## config.mk

```make
export PLATFORM = sky130hd
export DESIGN_NAME = obuf_drain
export DESIGN_NICKNAME = d
export VERILOG_FILES = /design/src/rtl/obuf_drain.sv
export SDC_FILE = /design/constraint.sdc
export NUM_CORES = 1
export LEC_CHECK = 0
export BUFFER_PORTS_ARGS = -buffer_cell sky130_fd_sc_hd__buf_2
export CAP_MARGIN = 15
export CORE_ASPECT_RATIO = 0.9
export CORE_MARGIN = 2
export CORE_UTILIZATION = 40
export DETAILED_ROUTE_END_ITERATION = 12
export GPL_TIMING_DRIVEN = 0
export PLACE_DENSITY_LB_ADDON = 0.08
export SYNTH_ARGS = -nofsm -noshare
export SYNTH_HDL_FRONTEND = slang
export SYNTH_SLANG_ARGS = --single-unit
```

## constraint.sdc

```tcl
create_clock -name clk -period 2.7 [get_ports clk]
set_clock_uncertainty 0.05 [all_clocks]
set_input_delay 0.135 -clock clk [delete_from_list [all_inputs] [get_ports clk]]
set_output_delay 0.135 -clock clk [all_outputs]
set_load 0.005 [all_outputs]
```

## src/rtl/obuf_drain.sv

```systemverilog
// obuf_drain: OBUF read-side drain engine.
// Turns (start_addr, num_words) into a credit-limited, back-pressurable stream.
module obuf_drain #(
    parameter int MEM_ADDR_WIDTH = 10,
    parameter int MEM_DATA_WIDTH = 64,
    parameter int COUNT_W        = 16,
    parameter int FIFO_DEPTH     = 4
) (
    input  logic                      clk,
    input  logic                      reset,
    input  logic                      start,
    input  logic [MEM_ADDR_WIDTH-1:0] start_addr,
    input  logic [COUNT_W-1:0]        num_words,
    output logic                      busy,
    output logic                      done,
    output logic                      mem_read_req,
    output logic [MEM_ADDR_WIDTH-1:0] mem_read_addr,
    input  logic [MEM_DATA_WIDTH-1:0] mem_read_data,
    output logic                      m_valid,
    input  logic                      m_ready,
    output logic [MEM_DATA_WIDTH-1:0] m_data,
    output logic                      m_last
);

    localparam int PTR_W = $clog2(FIFO_DEPTH);

    typedef enum logic [1:0] {
        IDLE,
        READ,
        DRAIN,
        FINISH
    } state_t;

    state_t state;
    state_t state_next;

    logic [MEM_ADDR_WIDTH-1:0] rd_addr;
    logic [MEM_ADDR_WIDTH-1:0] last_addr;
    logic [COUNT_W-1:0]        rd_remaining;
    logic [COUNT_W-1:0]        out_remaining;
    logic                      inflight;

    logic [MEM_DATA_WIDTH-1:0] fifo_mem [FIFO_DEPTH];
    logic [PTR_W-1:0]          wr_ptr;
    logic [PTR_W-1:0]          rd_ptr;
    logic [PTR_W:0]            fifo_count;
    logic [PTR_W+1:0]          credit_used;

    logic issue;
    logic accept;
    logic push;
    logic pop;
    logic drain_done;

    assign accept      = (state == IDLE) && start;
    assign credit_used = {1'b0, fifo_count} + (PTR_W+2)'(inflight);
    assign issue       = (state == READ)
                       && (rd_remaining != '0)
                       && (credit_used < (PTR_W+2)'(FIFO_DEPTH));

    // A read returns exactly one cycle after its request.
    assign push = inflight;
    assign pop  = m_valid && m_ready;

    assign mem_read_req  = issue;
    assign mem_read_addr = issue ? rd_addr : last_addr;

    assign m_valid = (fifo_count != '0);
    assign m_data  = m_valid ? fifo_mem[rd_ptr] : '0;
    assign m_last  = m_valid && (out_remaining == COUNT_W'(1));

    // Finish in the cycle the final beat handshakes, or at once if nothing is owed.
    assign drain_done = (pop && (out_remaining == COUNT_W'(1)))
                      || ((out_remaining == '0) && (fifo_count == '0) && !inflight);

    // State register.
    always_ff @(posedge clk) begin
        if (reset) begin
            state <= IDLE;
        end else begin
            state <= state_next;
        end
    end

    // Next-state and status decode; a zero-word command still shows one busy cycle.
    always_comb begin
        state_next = state;
        busy       = 1'b0;
        done       = 1'b0;
        unique case (state)
            IDLE: begin
                if (start) begin
                    state_next = (num_words == '0) ? DRAIN : READ;
                end
            end
            READ: begin
                busy = 1'b1;
                if (issue && (rd_remaining == COUNT_W'(1))) begin
                    state_next = DRAIN;
                end
            end
            DRAIN: begin
                busy = 1'b1;
                if (drain_done) begin
                    state_next = FINISH;
                end
            end
            FINISH: begin
                done       = 1'b1;
                state_next = IDLE;
            end
        endcase
    end

    // Read address, remaining counts and the one-deep in-flight marker.
    always_ff @(posedge clk) begin
        if (reset) begin
            rd_addr       <= '0;
            last_addr     <= '0;
            rd_remaining  <= '0;
            out_remaining <= '0;
            inflight      <= 1'b0;
        end else begin
            inflight <= issue;
            if (accept) begin
                rd_addr       <= start_addr;
                rd_remaining  <= num_words;
                out_remaining <= num_words;
            end else begin
                if (issue) begin
                    rd_addr      <= rd_addr + MEM_ADDR_WIDTH'(1);
                    rd_remaining <= rd_remaining - COUNT_W'(1);
                    last_addr    <= rd_addr;
                end
                if (pop) begin
                    out_remaining <= out_remaining - COUNT_W'(1);
                end
            end
        end
    end

    // FIFO storage; contents need no reset since occupancy is tracked separately.
    always_ff @(posedge clk) begin
        if (push) begin
            fifo_mem[wr_ptr] <= mem_read_data;
        end
    end

    // FIFO pointers and occupancy; push and pop together leave the count unchanged.
    always_ff @(posedge clk) begin
        if (reset) begin
            wr_ptr     <= '0;
            rd_ptr     <= '0;
            fifo_count <= '0;
        end else begin
            if (push) begin
                wr_ptr <= wr_ptr + PTR_W'(1);
            end
            if (pop) begin
                rd_ptr <= rd_ptr + PTR_W'(1);
            end
            unique case ({push, pop})
                2'b10:   fifo_count <= fifo_count + (PTR_W+1)'(1);
                2'b01:   fifo_count <= fifo_count - (PTR_W+1)'(1);
                default: fifo_count <= fifo_count;
            endcase
        end
    end

endmodule
```

Word level (Yosys, flattened, before mapping)
Memories as Yosys holds them, arrays and structs flattened. A register that Yosys moved wholly into a read port is not among the register bits.
Cells that the tools add are included.
{"block": "totals", "register_bits": 62, "inputBits": 94, "latch_bits": 0, "output_inout_bits": 79, "wordCells": 71, "romBits": 0, "ramBits": 256, "memories": 1}
{"block": "op_classes", "eq_ne": 10, "addsub": 8, "mux": 20, "multipliers": 0, "div": 0, "n_bitwise": 0, "order_cmp": 1, "shifts": 0, "reduce_logical": 22}
{"memory": "fifo_mem", "words": 4, "width": 64, "rd": 1, "rd_clocked_by_memory_dff": 1, "wr": 1, "line": "43", "source": "logic [MEM_DATA_WIDTH-1:0] fifo_mem [FIFO_DEPTH];"}
{"op": "$mux W16", "n": 4}
{"op": "$mux W64", "n": 1}
{"op": "$eq A16 B1 Y1 const B", "n": 2}
{"op": "$logic_not A16 Y1", "n": 2}
{"op": "$sub A16 B1 Y16 const B", "n": 2}
{"op": "$mux W10", "n": 3}
{"op": "$reduce_bool A16 Y1", "n": 1}
{"op": "$mux W2", "n": 6}
{"op": "$add A10 B1 Y10 const B", "n": 1}
{"op": "$logic_and A1 B1 Y1", "n": 9}
{"op": "$pmux W2 S4", "n": 1}
{"op": "$eq A2 B2 Y1 const B", "n": 3}
{"op": "$pmux W3 S2", "n": 1}
{"op": "$reduce_bool A2 Y1", "n": 3}
{"op": "$add A2 B1 Y2 const B", "n": 2}
{"op": "$add A3 B1 Y4", "n": 1}
{"op": "$eq A2 B1 Y1 const B", "n": 2}
{"op": "$lt A4 B3 Y1 const B", "n": 1}
{"op": "$mux W1", "n": 4}
{"op": "$ne A2 B2 Y1 const B", "n": 2}
{"op": "$add A3 B1 Y3 const B", "n": 1}
{"op": "$logic_not A3 Y1", "n": 1}
{"op": "$reduce_and A3 Y1", "n": 1}
{"op": "$reduce_bool A3 Y1", "n": 1}
{"op": "other kinds (6)", "n": 6}

Depth between registers and ports, before layout
{"block": "depth", "word_depth": 6, "ltp_mapped": 9, "depth_no_buf": 8}

Least setup slack after synthesis
Ideal clock, no wire load.
{"block": "synth_path", "path_type": "flip-flop to flip-flop", "from": "register inflight", "to": "memory fifo_mem[0][0], enable pin", "setup_ns": 0.429, "t_required_ns": 2.221, "t_arrival_ns": 2.089, "path_slack_ns": 0.132, "path_stages_with_launch": 3, "path_buffers": 1, "cell_sequence": "dfxtp_1 -> clkbuf_1 -> and2_1"}
{"block": "synth_via", "elab_chain_len": 2}
{"item": "start: declaration", "line": "41", "source": "logic inflight;"}
{"item": "start signal: assignment", "line": "124", "source": "inflight <= issue;"}
{"item": "$mux W1", "line": "144", "source": "if (push) begin"}
{"item": "$mux W1 (implied by the code)", "line": "145", "source": "fifo_mem[wr_ptr] <= mem_read_data;"}
{"item": "end: declaration", "line": "43"}
No other way between the ends.

Final worst setup path
{"block": "layout_path", "from": "register rd_remaining[0]", "to": "output mem_read_addr[8]"}
{"block": "layout_via", "elab_chain_len": 4}
{"item": "start: declaration", "line": "39", "source": "logic [COUNT_W-1:0] rd_remaining;"}
{"item": "start signal: assignment", "line": "127", "source": "rd_remaining <= num_words;"}
{"item": "start signal: assignment", "line": "132", "source": "rd_remaining <= rd_remaining - COUNT_W'(1);"}
{"item": "$reduce_bool A16 Y1", "line": "58", "source": "&& (rd_remaining != '0)"}
{"item": "$logic_and A1 B1 Y1", "line": "58"}
{"item": "$logic_and A1 B1 Y1", "line": "59", "source": "&& (credit_used < (PTR_W+2)'(FIFO_DEPTH));"}
{"item": "$mux W10"}
{"item": "end: declaration", "line": "17", "source": "output logic [MEM_ADDR_WIDTH-1:0] mem_read_addr,"}
No other way between the ends.

==> metrics.txt <==
status finished, violations left; failing checks design-rule violations; final setup fails 0; Final Hold Fails 0; vias per cell 5.05; final setup margin 115 ps; Post-synth EDFFs 256; drt pass-1 iters 11; top post-synthesis cells by area edfxtp_1 59%, mux4_2 11%, dfxtp_1 9.8%; mapped cell area 0.0130 mm2; Synth Instances 792; f_max 387 MHz; area of the core 0.0320 mm2; initial antenna violation count 1; count leader, synth edfxtp_1; min Tclk post-route 2590 ps; most common library cells after synthesis 256 x edfxtp_1, 69 x and2_1, 64 x dfxtp_1, 64 x mux4_2, 36 x nor2_1; synth warn 0; Initial DRC Count 467; Clk Latency, worst-skew pair 500 ps; Final period util 0.957; port bufs 172; RSZ-0062 raised after global routing true; pwr/cell area 858 mW/mm2; Clock power frac 0.317; kind of critical path reg2out; R2R Path End rd_addr[1]; total CTS buffers 36; most used cell, CP inv_2; Worst Setup Start Kind register; Rows 62; Least-Margin Pin Slew 636 ps; fillcell total 2737; post-route DRC violation count 9; final instance area 0.0166 mm2; Comb pwr share 0.254; initial core utilization 0.407; DIE AREA 0.0341 mm2; largest net degree at the start of global routing 44; #FFs+latches synth 320; Area after DPL 0.0145 mm2; slew margin rel. 0.576; Unique masters post-synth 50; setup TNS 0 ps; CTS root buffer clkbuf_16; post-synth top area cell edfxtp_1; highest routed layer met4; CP max FO 15; routed length per placed instance 18.8 um; DRT Wirelength 28900 um; Synth top area share 0.589; vias in the first global route 7964; Slew Limit Fails 0; P_leak 5.96 nW; Crit path largest cell delay 410 ps; hpwl dp 18300 um; clock sinks 320; Reg power frac 0.430; Sw Pwr 4.04 mW; global-route wire length before repair 45400 um; syn_nets 904; Clk pin slew, worst setup/hold paths 50 ps; Slowest cell on crit path dfxtp_1; Die Span Y 175 um; register area 0.00897 mm2; Seq/Total Area, Yosys 0.688; DR WL met3 1470 um; worst hold margin 12.6 ps; CTS tree done; met2 wire length 13100 um; Die Span X 194 um; maximum vdd ir drop 0.426 mV; Worst setup EP type primary output; Routed Antenna Nets 0; Final #Nets 1207; r2r worst-path depth 9; RR Startpoint rd_remaining[0]; syn_area_per_cell 16.5 um2; post-place setup slack 75.3 ps; maximum root-to-sink buffer count 3; via count 7756; Arrival @ worst endpoint 2400 ps; P&R area growth vs syn 27.4%; r2r setup slk 270 ps; global route overflow 0; Critical Path RT 2520 ps; M1 WL 13600 um; H-Tree Depth 2; worst path cell trace inv_2 > ha_4 > nor3b_1 > nand4_1 > nand2_2 > inv_2 > mux2_2 > buf_2; FFs w/ async S/R, synth 0; Post-synth top flop edfxtp_1; Core Util, Final 0.518; crit path to mem_read_addr[8]; Global Route Usage Sum 0.172; I/O pin cnt 173; Sw Ratio 0.284; multi-input logic area 0.00391 mm2; Pint 10.2 mW; share of cells above drive strength 1 0.300; CP startpoint rd_remaining[0]; worst hold path class in2reg; Max Cap Viol 0; Final GP Congestion 0.815
[routing by layer]
metal  up-vias  global-route usage
li1       3665                   -
met1      3858               0.248
met2       184               0.266
met3        49              0.0348
met4         0              0.0532
met5         -                   0
[worst min path at each step]
stage	from	endpoint	cells after the start
floorplan	reset	rd_addr[1]	1
global placement	mem_read_data[2]	fifo_mem[1][2]	1
detailed placement	mem_read_data[2]	fifo_mem[0][2]	1
CTS	num_words[0]	out_remaining[0]	3
global route	num_words[9]	rd_remaining[9]	3
finish	num_words[0]	out_remaining[0]	3
[final cells by class]
class	count	share of cell area
sequential	320	0.540
timing repair buffer	269	0.114
clock buffer	47	0.0586
buffer	37	0.0105
antenna	1	0.000151
multi-input combinational	415	0.235
tap	416	0.0313
inverter	16	0.00362
clock inverter	14	0.00663
[registers in the layout, indices dropped and copies added (netlist names), 3 cells and up, named ones only]
name / count
rd_remaining: 16
fifo_count: 3
out_remaining: 16
last_addr: 10
fifo_mem: 256
rd_addr: 10
[cell families after synthesis]
family | share of synthesized area
DFF | 0.688
and+or+nand+nor | 0.0865
muxes | 0.128
AOI/OAI and AO/OA | 0.0342
buffers and inverters | 0.0186
xor gates and xnor gates | 0.0275
adders and majority gates | 0.0178
[placed cells by master (no fill, tap or decap), types with 3 or more instances in the layout]
| master | instances |
|---|---|
| inv_1 | 13 |
| nand3_1 | 15 |
| xor2_1 | 18 |
| nor3_1 | 12 |
| and3_1 | 3 |
| a311oi_1 | 3 |
| or3_1 | 8 |
| edfxtp_1 | 256 |
| dlygate4sd3_1 | 89 |
| dfxtp_1 | 61 |
| mux4_2 | 64 |
| dfxtp_2 | 3 |
| or4_1 | 4 |
| mux2_2 | 8 |
| mux2i_1 | 11 |
| clkinv_2 | 4 |
| clkbuf_1 | 29 |
| inv_2 | 3 |
| clkinv_1 | 8 |
| buf_16 | 4 |
| nor4_1 | 8 |
| clkbuf_16 | 37 |
| buf_2 | 180 |
| clkbuf_2 | 7 |
| a211oi_1 | 6 |
| nand2_1 | 8 |
| ha_1 | 16 |
| nor4b_1 | 4 |
| a21oi_1 | 35 |
| nor4_4 | 4 |
| nand4_1 | 9 |
| nor2_1 | 36 |
| o21ai_0 | 21 |
| buf_4 | 4 |
| and2_1 | 65 |
| xnor2_1 | 23 |
| and2_4 | 4 |
[metrics by stage]
step                      power (mW)  instances
final                           14.3       1535
after global routing            15.0       1535
after CTS                       14.4       1533
after detailed placement        9.64       1384
after global placement          9.63       1380
after floorplan                 8.36        792
[power groups by stage]
stage	registers (mW)	clock network, mW	logic (mW)
floorplan	6.10	0	2.27
global placement	6.18	0	3.45
detailed placement	6.16	0	3.49
CTS	6.12	4.66	3.64
global route	6.18	4.85	3.99
finish	6.12	4.52	3.61
[timing repair]
action,in CTS,in global routing
hold buffers,89,0
endpoints found under the setup margin,71,7
buffers inserted,2,2
gates resized for setup,17,7
hold endpoints to repair,292,0
gates cloned,0,0
pin swaps,2,5
[worst max-delay path: cells and delay by family, from the launching register on]
kind,cells,cell delay (ps)
mux,1,390
buf+inv,3,500
flops,1,410
fa+ha+maj,1,180
simple gates,3,420
Power figures use the tool's default switching activity.
